==> config.mk <==
export PLATFORM = sky130hd
export DESIGN_NAME = sigmoid_seq_ctrl_flat
export DESIGN_NICKNAME = d
export VERILOG_FILES = /design/src/rtl/sigmoid_pkg.sv /design/src/rtl/sigmoid_seq_ctrl_if.sv /design/src/rtl/sigmoid_seq_ctrl.sv /design/src/flat_wrapper.sv
export SDC_FILE = /design/constraint.sdc
export NUM_CORES = 1
export LEC_CHECK = 0
export ABC_AREA = 1
export BUFFER_PORTS_ARGS = -buffer_cell sky130_fd_sc_hd__buf_2
export CAP_MARGIN = 20
export CORE_MARGIN = 2
export CORE_UTILIZATION = 42
export CTS_BUF_LIST = sky130_fd_sc_hd__clkbuf_8 sky130_fd_sc_hd__clkbuf_16
export DETAILED_ROUTE_END_ITERATION = 16
export PLACE_DENSITY = 0.74
export SYNTH_ARGS = -nofsm -noshare
export SYNTH_HDL_FRONTEND = slang
export SYNTH_SLANG_ARGS = --single-unit
==> constraint.sdc <==
create_clock -name clk -period 1.5 [get_ports clk]
set_input_delay 0.15 -clock clk [delete_from_list [all_inputs] [get_ports clk]]
set_output_delay 0.15 -clock clk [all_outputs]
set_load 0.05 [all_outputs]
==> src/rtl/sigmoid_pkg.sv <==
// sigmoid_pkg: shared types and defaults for the sigmoid batch sequencer
// Contents: default data/address widths, timeout, operand type, FSM state enum.
package sigmoid_pkg;
    localparam int SIG_DW      = 32;
    localparam int SIG_AW      = 4;
    localparam int SIG_TIMEOUT = 7;
    typedef logic [SIG_DW-1:0] sig_word_t;
    typedef enum logic [2:0] {IDLE, FETCH, LOAD, RUN, WRITE, FINISH} sig_seq_state_e;
endpackage

==> src/rtl/sigmoid_seq_ctrl_if.sv <==
// sigmoid_seq_ctrl_if: source/destination buffer ports and sigmoid unit handshake
// master: the sequencer; slave: buffers plus sigmoid unit.
// src_rd_en/src_addr/src_rdata, dst_wr_en/dst_addr/dst_wdata,
// sig_en/sig_data_in/sig_done/sig_data_out.
interface sigmoid_seq_ctrl_if import sigmoid_pkg::*; #(
    parameter int DW = SIG_DW,
    parameter int AW = SIG_AW
);
    logic          src_rd_en;
    logic [AW-1:0] src_addr;
    logic [DW-1:0] src_rdata;
    logic          dst_wr_en;
    logic [AW-1:0] dst_addr;
    logic [DW-1:0] dst_wdata;
    logic          sig_en;
    logic [DW-1:0] sig_data_in;
    logic          sig_done;
    logic [DW-1:0] sig_data_out;
    modport master (
        output src_rd_en, src_addr, dst_wr_en, dst_addr, dst_wdata, sig_en, sig_data_in,
        input  src_rdata, sig_done, sig_data_out
    );
    modport slave (
        input  src_rd_en, src_addr, dst_wr_en, dst_addr, dst_wdata, sig_en, sig_data_in,
        output src_rdata, sig_done, sig_data_out
    );
endinterface

==> src/rtl/sigmoid_seq_ctrl.sv <==
// sigmoid_seq_ctrl: runs one sigmoid unit over len source words into a destination buffer
// clk, rstn (async active-low); start/abort pulses, len sampled on start;
// busy level, done 1-cycle pulse at batch end, err sticky timeout flag;
// bus: buffer read/write ports and sigmoid unit handshake.
module sigmoid_seq_ctrl import sigmoid_pkg::*; #(
    parameter int DW      = SIG_DW,
    parameter int AW      = SIG_AW,
    parameter int TIMEOUT = SIG_TIMEOUT
) (
    input  logic               clk,
    input  logic               rstn,
    input  logic               start,
    input  logic               abort,
    input  logic [AW:0]        len,
    output logic               busy,
    output logic               done,
    output logic               err,
    sigmoid_seq_ctrl_if.master bus
);
    localparam logic [AW:0] MAX_LEN = (AW+1)'(1 << AW);
    localparam logic [AW:0] ONE     = (AW+1)'(1);
    localparam logic [2:0]  TO_LAST = 3'(TIMEOUT - 1);
    sig_seq_state_e state, nxt;
    // idx is one bit wider than the address so the last word never wraps
    logic [AW:0]   idx, len_q, idx_inc;
    logic [2:0]    tcnt;
    logic [DW-1:0] op_q, res_q;
    assign idx_inc = idx + ONE;
    always_comb begin
        nxt = state;
        case (state)
            IDLE:    nxt = start ? ((len == '0) ? FINISH : FETCH) : IDLE;
            FETCH:   nxt = LOAD;
            LOAD:    nxt = RUN;
            RUN:     nxt = bus.sig_done ? WRITE : (tcnt == TO_LAST) ? FINISH : RUN;
            WRITE:   nxt = (idx_inc == len_q) ? FINISH : FETCH;
            default: nxt = IDLE;
        endcase
        if (abort && state != IDLE && state != FINISH)
            nxt = FINISH;
    end
    always_ff @(posedge clk or negedge rstn) begin
        if (!rstn) begin
            state <= IDLE;
            idx   <= '0;
            len_q <= '0;
            tcnt  <= '0;
            op_q  <= '0;
            res_q <= '0;
            err   <= 1'b0;
            done  <= 1'b0;
        end else begin
            state <= nxt;
            done  <= state == FINISH;
            tcnt  <= (state == RUN) ? tcnt + 3'd1 : 3'd0;
            if (state == IDLE && start) begin
                len_q <= (len > MAX_LEN) ? MAX_LEN : len;
                idx   <= '0;
                err   <= 1'b0;
            end
            if (state == LOAD)
                op_q <= bus.src_rdata;
            if (state == RUN && bus.sig_done)
                res_q <= bus.sig_data_out;
            if (state == RUN && !bus.sig_done && tcnt == TO_LAST)
                err <= 1'b1;
            if (state == WRITE && nxt == FETCH)
                idx <= idx_inc;
        end
    end
    assign busy            = state != IDLE;
    assign bus.src_rd_en   = state == FETCH;
    assign bus.src_addr    = idx[AW-1:0];
    assign bus.dst_wr_en   = state == WRITE;
    assign bus.dst_addr    = idx[AW-1:0];
    assign bus.dst_wdata   = res_q;
    assign bus.sig_en      = state == RUN;
    assign bus.sig_data_in = op_q;
endmodule

==> src/flat_wrapper.sv <==
// flat-port wrapper written by rule: the top's interface ports become plain ports
module sigmoid_seq_ctrl_flat import sigmoid_pkg::*;
#(
    parameter int DW      = SIG_DW,
    parameter int AW      = SIG_AW,
    parameter int TIMEOUT = SIG_TIMEOUT
)
  (clk, rstn, start, abort, len, busy, done, err, bus_src_rd_en, bus_src_addr, bus_dst_wr_en, bus_dst_addr, bus_dst_wdata, bus_sig_en, bus_sig_data_in, bus_src_rdata, bus_sig_done, bus_sig_data_out);
  sigmoid_seq_ctrl_if #(.DW(DW), .AW(AW)) bus_i ();
  input  logic clk;
  input  logic rstn;
  input  logic start;
  input  logic abort;
  input  logic [AW:0] len;
  output logic busy;
  output logic done;
  output logic err;
  output wire logic [$bits(bus_i.src_rd_en)-1:0] bus_src_rd_en;
  output wire logic [$bits(bus_i.src_addr)-1:0] bus_src_addr;
  output wire logic [$bits(bus_i.dst_wr_en)-1:0] bus_dst_wr_en;
  output wire logic [$bits(bus_i.dst_addr)-1:0] bus_dst_addr;
  output wire logic [$bits(bus_i.dst_wdata)-1:0] bus_dst_wdata;
  output wire logic [$bits(bus_i.sig_en)-1:0] bus_sig_en;
  output wire logic [$bits(bus_i.sig_data_in)-1:0] bus_sig_data_in;
  input wire logic [$bits(bus_i.src_rdata)-1:0] bus_src_rdata;
  input wire logic [$bits(bus_i.sig_done)-1:0] bus_sig_done;
  input wire logic [$bits(bus_i.sig_data_out)-1:0] bus_sig_data_out;
  assign bus_src_rd_en = bus_i.src_rd_en;
  assign bus_src_addr = bus_i.src_addr;
  assign bus_dst_wr_en = bus_i.dst_wr_en;
  assign bus_dst_addr = bus_i.dst_addr;
  assign bus_dst_wdata = bus_i.dst_wdata;
  assign bus_sig_en = bus_i.sig_en;
  assign bus_sig_data_in = bus_i.sig_data_in;
  assign bus_i.src_rdata = bus_src_rdata;
  assign bus_i.sig_done = bus_sig_done;
  assign bus_i.sig_data_out = bus_sig_data_out;
  sigmoid_seq_ctrl #(.DW(DW), .AW(AW), .TIMEOUT(TIMEOUT)) u_core (.clk(clk), .rstn(rstn), .start(start), .abort(abort), .len(len), .busy(busy), .done(done), .err(err), .bus(bus_i));
endmodule
# Word-level counts from Yosys, hierarchy flattened
# Cells that the tools add are included.
# classes
add_sub_neg,2
order_cmp,1
eq_ne,9
muxes,13
reduce_logical,13
# op_table
op,count
2-to-1 mux 3 bit,7
2-to-1 mux 5 bit,3
one-hot mux 3 bit (5 select lines),1
"equality test 3 bit, second input constant",3
logical AND 1 bit,7
"equality test 3 x 1 -> 1 bit, second input constant",2
"equality test 3 x 2 -> 1 bit, second input constant",2
"adder 5 x 1 -> 5 bit, second input constant",1
equality test 5 bit,1
"greater-than comparator 5 bit, second input constant",1
logical NOT 5 bit,1
nonzero test 2 bit,2
"adder 3 x 1 -> 3 bit, second input constant",1
logical NOT 3 bit,1
"!= test 3 bit, second input constant",1
nonzero test 3 bit,1
2-to-1 mux 1 bit,2
logical NOT 1 bit,1
# totals
regBits,82
out_inout_bits,78

# Logic depth before layout (Yosys ltp)
# depth
depth_word,8
mapped_depth,12

# Least setup slack after synthesis
# OpenSTA, ideal clock, no wires.
# synth_timing
path_kind,register -> output
start,reg u_core.state[1]
end,out bus_src_rd_en
arrival_ps,1534
path_slack_ps,-184
path_stages_with_launch,2
n_path_buf,0
cell_sequence,dfrtp_1 -> nor3_1
# synth_between
elab_chain_cells,1
# synth_lines
element,line,text
start: declaration,sigmoid_seq_ctrl.sv:23,"sig_seq_state_e state, nxt;"
start signal: assignment,sigmoid_seq_ctrl.sv:53,state <= nxt;
equality test 3 x 1 -> 1 bit,sigmoid_seq_ctrl.sv:72,assign bus.src_rd_en = state == FETCH;
end: declaration,flat_wrapper.sv:18,output wire logic [$bits(bus_i.src_rd_en)-1:0] bus_src_rd_en;
# No other way between the ends.

# Worst setup path in the final report
# layout_timing
start,reg u_core.state[1]
end,reg u_core.idx[0]
# layout_between
elab_chain_cells,7
# layout_lines
element,line,text
"parallel branches: the longest is 7 deep, another holds one-hot mux 3 bit (5 select lines)",-,
end signal: assignment,sigmoid_seq_ctrl.sv:68,idx <= idx_inc;
end: declaration,sigmoid_seq_ctrl.sv:25,"logic [AW:0] idx, len_q, idx_inc;"
# Parallel ways; which one is timed is not known.
# A chain may end at the register's enable or synchronous reset.

==> results.yml <==
placement:
  port_buffers: 151
  hpwlAfterDp_um: 5330
  gp_congestion: 0.825
grt:
  top_usage_layer: "met2"
  grt_max_degree: 83
  use_met2_pct: 30.3
  grt_pass1_wl_um: 12100
  grt_overflow: 0
  use_met1_pct: 19.7
  met3_usage_pct: 4.65
  antenna_found_initial: 0
  grtUsageTotal_pct: 17.4
  grt_pass1_vias: 2765
sta:
  post-route-period-util_pct: 105
  finClkSkew_ns: 0.00824
  fin_ws_ns: -0.0692
  hold_violations: 0
  rsz0062_at_grt: "yes"
  max_freq_mhz: 637
  setup_viol_count_final: 10
  relSlewSlack_pct: 71.6
  layout_min_cycle_time_ns: 1.57
  holdWs_ns: 0.0200
  worst_pin_slew_ns: 0.425
  maxSlewViolCount: 0
pwr:
  p_leak_uw: 0.00257
  irDropWorstVdd_uv: 1590
  power_density_nw_per_um2: 2610
  power_uw: 12900
worst_setup_path:
  crit_path_end_kind: "flop"
  critPathRequiredTime_ns: 1.73
  path_cells: "nor2_4 -> nand2_2 -> nor2_4 -> nand2_4 -> nor2_1 -> nor2_2 -> inv_2 -> a21oi_4 -> nand4_1 -> nand2_1"
  cp-start-kind: "flop"
  max_stage_delay_ns: 0.45
  worst_ep_arrival_time_ns: 1.80
  critPathKind: "flop to flop"
  cp_slowest_cell: "dfrtp_2"
  path_max_fanout: 6
  r2r_cells: 10
  path_common_cell: "nor2_4"
status:
  violations: "negative setup slack"
  status: "finished, violations left"
logic_synthesis:
  syn_inst: 267
  synth_area_per_cell_um2: 12.8
  syn_nets: 344
  yosysWarningCount: 0
  yosysSeqAreaShare_pct: 59.9
  synth_seq_cells: 82
  synth_cell_type_count: 30
  syn_area_um2: 3430
drt:
  ant_nets: 0
  drc: 0
  firstDrtPassIters: 4
  routed_wl_um: 7980
  wl_per_cell_um: 14.4
  vias: 2655
  viasPerCell: 4.78
  dr.first_iter.drc_count: 69
cts:
  cts_tree: "yes"
  cts_htree_levels: 3
  numCtsBuffers: 9
  cts_root_buf: "clkbuf_8"
  insertion_delay_ns: 0.34
  cts_buffer_depth: 2
  cts_sinks: 82
  clkTransAtPathRegs_ns: 0.07
layout:
  multiInputGateArea_um2: 1290
  fin_nets: 525
  mostFrequentLayoutCell: "buf_2"
  seq_area_um2: 2050
  drive_above_1_share_pct: 63.8
  syn2layout_area_growth_pct: 44.2
  n_antenna_cell: 0
  mostFrequentLayoutCells: "buf_2 (146), dfrtp_1 (80), mux2_2 (59), nand2_1 (23), buf_4 (21)"
  fillers: 632
floorplan:
  die_width_um: 94.3
  fp.dieH_um: 94.3
  row_count: 32
  die_area_um2: 8900
  ioPinCount: 152
  core_area_um2: 7810
  start_util_pct: 43.9
hold_path:
  hold_class: "input pin to flop"
  hold_depth: 2
run:
  cap_violations: 0
[path summary, 6_finish.rpt]
check	endpoint	slack [ns]	from
min reg2reg	u_core.bus.dst_wdata[8]	0.49	u_core.bus.dst_wdata[8]
max reg2reg	u_core.idx[0]	-0.07	u_core.state[1]
min in group asynchronous	u_core.len_q[4]	0.37	rstn
min	u_core.bus.dst_wdata[8]	0.02	bus_sig_data_out[8]
max	u_core.idx[0]	-0.07	u_core.state[1]
max in group asynchronous	u_core.state[1]	0.79	rstn
[report_power, final]
group | switching [µW] | total, µW | internal (µW)
Clock | 779 | 1580 | 803
Combinational | 5170 | 7550 | 2380
Sequential | 550 | 3790 | 3230
Total | 6500 | 12900 | 6420
[cell usage after synthesis]
| cell | n | area (µm²) |
|---|---|---|
| o211a_1 | 1 | 10.0 |
| nor2_2 | 3 | 18.8 |
| o22ai_1 | 2 | 12.5 |
| o21a_1 | 1 | 7.51 |
| dfrtp_1 | 82 | 2050 |
| nand2_2 | 2 | 12.5 |
| buf_4 | 8 | 60.1 |
| nor3_1 | 2 | 10.0 |
| mux2_1 | 4 | 45.0 |
| buf_2 | 6 | 30.0 |
| nand4_1 | 9 | 56.3 |
| nand3b_2 | 1 | 11.3 |
| inv_2 | 2 | 7.51 |
| nand2_1 | 26 | 97.6 |
| nand3_1 | 10 | 50.1 |
| nand4_2 | 1 | 12.5 |
| nand3_2 | 1 | 10.0 |
| mux2_2 | 60 | 676 |
| inv_1 | 20 | 75.1 |
| a21oi_4 | 1 | 16.3 |
| xnor2_1 | 1 | 8.76 |
| clkinv_1 | 2 | 7.51 |
| nor2_4 | 1 | 11.3 |
| ha_1 | 3 | 37.5 |
| a21oi_1 | 1 | 5.00 |
| a32o_1 | 1 | 10.0 |
| nor2_1 | 12 | 45.0 |
| o21ai_0 | 2 | 10.0 |
| xor2_1 | 1 | 8.76 |
| nand2_4 | 1 | 11.3 |
[layer usage]
metal  wire length (µm)  vias up
met1               3200     1285
met3                534       16
li1                   -     1253
met2               4100      101
met4                141        0
met5                  0        -
[final cells by class]
class | count | share of cell area [%]
sequential | 82 | 41.6
multi-input combinational | 147 | 26.2
timing repair buffer | 183 | 23.3
clock buffer | 10 | 2.79
tap | 102 | 2.58
inverter | 24 | 2.20
clock inverter | 6 | 1.19
timing repair inverter | 1 | 0.152
[registers in the layout (all words and copies together), names as in the netlist]
| register | count |
|---|---|
| u_core.done | 1 |
| u_core.len_q | 5 |
| u_core.tcnt | 3 |
| u_core.err | 1 |
| u_core.state | 3 |
| u_core.bus.sig_data_in | 32 |
| u_core.idx | 5 |
| u_core.bus.dst_wdata | 32 |
[cell families after synthesis]
logic type,after synthesis,share of synthesized area [%]
multiplexers,64,21.0
AND/OR/NAND/NOR,69,10.1
adder cells (fa/ha/maj),3,1.10
AO/OA/AOI/OAI,9,2.08
buffers and inverters,38,5.26
flip-flops,82,59.9
XOR/XNOR,2,0.511
[stage by stage]
| stage | setup slack, ns | cell area (µm²) | std cells | util [%] | TNS (ns) |
|---|---|---|---|---|---|
| finish | -0.0692 | 4940 | 555 | 63.3 | -0.330 |
| global route | -0.182 | 4940 | 555 | 63.3 | -1.95 |
| CTS | -0.0557 | 4730 | 547 | 60.5 | -0.248 |
| detailed placement | -0.0976 | 4410 | 525 | 56.4 | -0.462 |
| global placement | -0.0427 | 4410 | 525 | 56.4 | -0.198 |
| floorplan | -0.130 | 3430 | 267 | - | -2.96 |
[worst max-delay path, delay by kind of cell, from the launching register on]
family | cells | cell delay [ns]
buffers and inverters | 1 | 0.07
and+or+nand+nor | 8 | 0.89
DFF | 1 | 0.45
AOI/OAI and AO/OA | 1 | 0.05
[repair_timing]
action / CTS / global route
setup buffers: 5 / 3
endpoints found under the hold margin: 82 / 0
cloned: 0 / 5
hold buffers: 1 / 0
endpoints found under the setup margin: 11 / 78
pin swaps: 10 / 16
gates resized for setup: 17 / 28
(Power assumes the default switching activity.)
